File: config.mk
export PLATFORM = sky130hd
export DESIGN_NAME = enc_4x2_serial
export DESIGN_NICKNAME = d
export VERILOG_FILES = /design/src/rtl/enc_4x2_serial.sv
export SDC_FILE = /design/constraint.sdc
export NUM_CORES = 1
export LEC_CHECK = 0
export CAP_MARGIN = 20
export CORE_AREA = 10 10 47 49
export CTS_CLUSTER_SIZE = 25
export DETAILED_ROUTE_END_ITERATION = 16
export DIE_AREA = 0 0 57 59
export HOLD_SLACK_MARGIN = 0.08
export PLACE_DENSITY = 0.65
export SKIP_CTS_REPAIR_TIMING = 1
export SLEW_MARGIN = 0
export SYNTH_ARGS = -nofsm -noshare
export SYNTH_HDL_FRONTEND = slang
export SYNTH_SLANG_ARGS = --single-unit
File: constraint.sdc
create_clock -name clk -period 1.5 [get_ports clk]
set_clock_uncertainty 0.05 [all_clocks]
set_input_delay 0.3 -clock clk [delete_from_list [all_inputs] [get_ports clk]]
set_output_delay 0.3 -clock clk [all_outputs]
set_load 0.05 [all_outputs]
File: src/rtl/enc_4x2_serial.sv
// enc_4x2_serial: serialises a request vector into the indices of its set bits, lowest index first
module enc_4x2_serial #(
  parameter int N     = 4,
  parameter int IDX_W = 2
) (
  input  logic             clk,
  input  logic             rst,
  input  logic             in_valid,
  output logic             in_ready,
  input  logic [N-1:0]     in,
  output logic             out_valid,
  input  logic             out_ready,
  output logic [IDX_W-1:0] out_idx,
  output logic             out_last,
  output logic             zero_err
);
  localparam logic [0:0] IDLE = 1'b0;
  localparam logic [0:0] SEND = 1'b1;
  logic [0:0]       state;
  logic [N-1:0]     pend;
  logic [IDX_W-1:0] lo;
  logic             one;
  // lowest set bit of pend and whether it is the only one left
  always_comb begin
    lo = '0;
    for (int i = N - 1; i >= 0; i--)
      if (pend[i]) lo = IDX_W'(i);
    one = (pend != '0) && ((pend & (pend - N'(1))) == '0);
  end
  // handshake and output signals are forced low while reset is held
  always_comb begin
    in_ready  = !rst && state == IDLE;
    out_valid = !rst && state == SEND;
    out_idx   = out_valid ? lo : '0;
    out_last  = out_valid && one;
  end
  // capture in IDLE, retire the lowest pending bit on each output handshake
  always_ff @(posedge clk) begin
    if (rst) begin
      state    <= IDLE;
      pend     <= '0;
      zero_err <= 1'b0;
    end else begin
      zero_err <= state == IDLE && in_valid && in == '0;
      if (state == IDLE && in_valid && in != '0) begin
        pend  <= in;
        state <= SEND;
      end else if (state == SEND && out_ready) begin
        pend  <= pend & (pend - N'(1));
        state <= one ? IDLE : SEND;
      end
    end
  end
endmodule

==> results by group, run 1 <==
Logic synthesis
  – Seq/Total Area, Yosys: 33.6%
  – Syn Area/Cell: roughly 8.1 sq um
  – Syn_nets: 52
  – Synth cell types: 22
  – Mapped Area: 358 sq um
  – FF+latch count, synth: 6
  – Yosys warnings: 0
  – Syn Inst Count: 44

Critical path
  – CP max FO: 6
  – Reg-to-Reg End: state$_SDFFE_PP0P_
  – CP endpoint kind: output port
  – Worst setup path endpoint: out_last
  – R2R Setup Slk: between 200 and 300 ps
  – CP Launch Point: pend[1]$_SDFFE_PP0P_
  – Worst reg2reg startpoint: pend[1]$_SDFFE_PP0P_
  – Register-to-Register Path Depth: 4
  – WP data arrival: 1320 ps
  – Nature of the critical path startpoint: flip-flop
  – Worst-path cell chain: nor2b_1 > a221oi_2 > nor2_4 > buf_12
  – Slowest cell on crit path: a221oi_2
  – Worst EP required: 1150 ps
  – Worst setup path class: flip-flop to output port
  – Crit path largest cell delay: 360 ps

Layout
  – Fraction of final layout cells with drive strength greater than 1: 47.1%
  – Final #Nets: 78
  – Multi-input logic area: 274 sq um
  – Diode count: 0
  – Filler instances: 139
  – Area grow syn2layout: 103%
  – Post-route cell area: between 700 and 800 sq um
  – Storage element area: 128 sq um
  – Layout Utilization: between 50% and 60%

Clock network
  – Worst-Skew Late Latency: 250 ps
  – CTS buffer count: 3
  – CTS H-tree lvls: 1
  – Clock Sinks: 6
  – Clock buffer depth: 2
  – CTS root buf: clkbuf_4
  – Clk slew on worst S/H paths: about 50 ps
  – CTS tree: done

Detailed routing
  – Routed Wire Length: 1020 microns
  – Residual DRC: 0
  – Wire length per cell: between 10 and 15 microns
  – DR vias: 402
  – DRT iter0 DRCs: 0
  – Met2 Wirelength: 530 microns
  – Highest routed layer: met4
  – DRT met1 WL: between 300 and 400 microns
  – Initial DRT Pass Iterations: 1
  – WL met3: between 70 and 80 microns
  – Antenna Nets Post-Route: 0
  – Vias per inst: between 4 and 5

Floorplanning
  – Die Y: approximately 59 microns
  – Horiz. Die Dim: 57 microns
  – Initial core utilization: 25.5%
  – Die Area: 0.00336 sq mm
  – Core area: around 0.0014 sq mm
  – # rows: 14
  – Top-Level Pins: 14

Run status
  – Status: finished with violations
  – Violated checks: setup timing

Power
  – PD cells: around 730 mW/mm^2
  – VDD IR max: around 0.44 mV
  – Leakage power: 0.313 nW
  – Power Total: 528 uW

Placed design
  – DP Wirelength: just under 800 microns
  – Port Buffers: 13
  – DP Area: 657 sq um
  – Setup WS pre-CTS: -221 ps
  – GPL Wtd Cong: 0.755

Timing
  – RSZ-0062 raised after global routing: true
  – Worst setup margin: -166 ps
  – Fmax: 600 MHz
  – Fin crit period: 1670 ps
  – Final-report setup violation count: 3
  – Final Max Tran Viols: 0
  – Rel. slew slack: 74.0%
  – Worst-Margin Slew: 389 ps
  – Fin crit share: 111%
  – Hold Vio Cnt, Final: 0

Global route
  – First-pass GRT wire length: 1550 microns
  – Initial antenna violation count: 0
  – GRT Util Overall: 5.70%
  – Total gr overflow: 0
  – Largest net degree at the start of global routing: 9
  – Vias in the first global route: 400

Min path
  – Path type of the worst min-delay path: primary input to flip-flop

Job
  – Maxcap violations: 0
==> how the worst min path moves through the flow <==
stage,startpoint,cells after the start,slack (ps),endpoint
after floorplan,in[0],2,390,pend[0]$_SDFFE_PP0P_
after global placement,pend[1]$_SDFFE_PP0P_,2,490,pend[1]$_SDFFE_PP0P_
after detailed placement,pend[1]$_SDFFE_PP0P_,2,500,pend[1]$_SDFFE_PP0P_
after CTS,pend[1]$_SDFFE_PP0P_,2,510,pend[1]$_SDFFE_PP0P_
after global routing,in[2],3,360,pend[2]$_SDFFE_PP0P_
final,in[2],3,330,pend[2]$_SDFFE_PP0P_
==> report_power, final <==
group	internal, mW	total, mW	switching [mW]
clock	0.0909	0.154	0.0636
sequential	0.170	0.182	0.0126
combinational	0.0990	0.191	0.0922
total	0.360	0.528	0.168
==> state kept, by name, summed over array words and instances, names as in the netlist <==
name,flops
state,1
zero_err,1
pend,4
==> cell usage after synthesis <==
master | count | area, sq um
dfxtp_1 | 6 | 120
a21oi_1 | 5 | 25.0
nor2_1 | 5 | 18.8
nand2_1 | 4 | 15.0
inv_1 | 3 | 11.3
nor2b_1 | 2 | 12.5
nor3_1 | 2 | 10.0
o221ai_1 | 2 | 17.5
o31ai_1 | 2 | 15.0
a221oi_1 | 1 | 8.76
buf_2 | 1 | 5.00
clkbuf_1 | 1 | 3.75
nand2b_1 | 1 | 6.26
nand3b_1 | 1 | 7.51
nor3b_1 | 1 | 7.51
nor4b_1 | 1 | 8.76
o211ai_1 | 1 | 7.51
o21a_1 | 1 | 7.51
o41ai_4 | 1 | 27.5
or2_2 | 1 | 6.26
or4_1 | 1 | 7.51
xor2_1 | 1 | 8.76
==> per-stage QoR <==
step	hold WS, ps	TNS [ps]	cells
2_1_floorplan	386	-34.3	44
3_3_place_gp	487	-1370	79
3_5_place_dp	500	-1470	79
4_1_cts	507	-768	82
5_1_grt	359	-391	84
6_report	330	-268	84
==> cell type report <==
| type | count | area share (%) |
|---|---|---|
| Tap cell | 16 | 2.75 |
| Clock buffer | 3 | 3.09 |
| Sequential cell | 6 | 17.5 |
| Inverter | 3 | 1.55 |
| Multi-Input combinational cell | 33 | 37.6 |
| Timing Repair Buffer | 23 | 37.5 |
==> cells by family (layout without fill, tap and decap cells) <==
logic type                count (synthesis)  in the layout  synth area share (%)
and+or+nand+nor                          19             19                  28.0
AOI/OAI and AO/OA                        13             13                  30.4
DFF                                       6              6                  33.6
buffers and inverters                     5             29                  5.59
xor gates and xnor gates                  1              1                  2.45
==> routing by layer <==
metal / up-vias / track usage [%]
met5: - / 0
met4: 0 / 6.04
met3: 4 / 2.15
met2: 12 / 8.99
met1: 176 / 5.45
li1: 210 / -
==> layout by cell type, fill, tap and decap left out, types with 3 or more instances in the layout <==
cell type        count
buf_4               10
nor2_1               4
nand2_1              4
a21oi_1              4
dfxtp_2              3
clkdlybuf4s50_1      4
clkbuf_4             3
inv_1                3
dlymetal6s2s_1       3
buf_12               6
==> worst max-delay path: cells and delay by family, from the launching register on <==
family          cells  cell delay (ps)
buf+inv             1              150
compound gates      1              360
simple gates        2              200
flops               1              350
Note: power is estimated with default switching activity, not from simulation.
==> run 2: changes to the inputs <==
ABC_CLOCK_PERIOD_IN_PS = 1500   (was unset)
==> results of run 2 <==
Same layout as run 1: the final DEF is identical, and so are final timing and power.
==> run 3: changes to the inputs <==
CTS_CLUSTER_DIAMETER = 80   (was unset)
SLEW_MARGIN = unset   (was 0)
==> results of run 3 <==
Same layout as run 1: the final DEF is identical, and so are final timing and power.
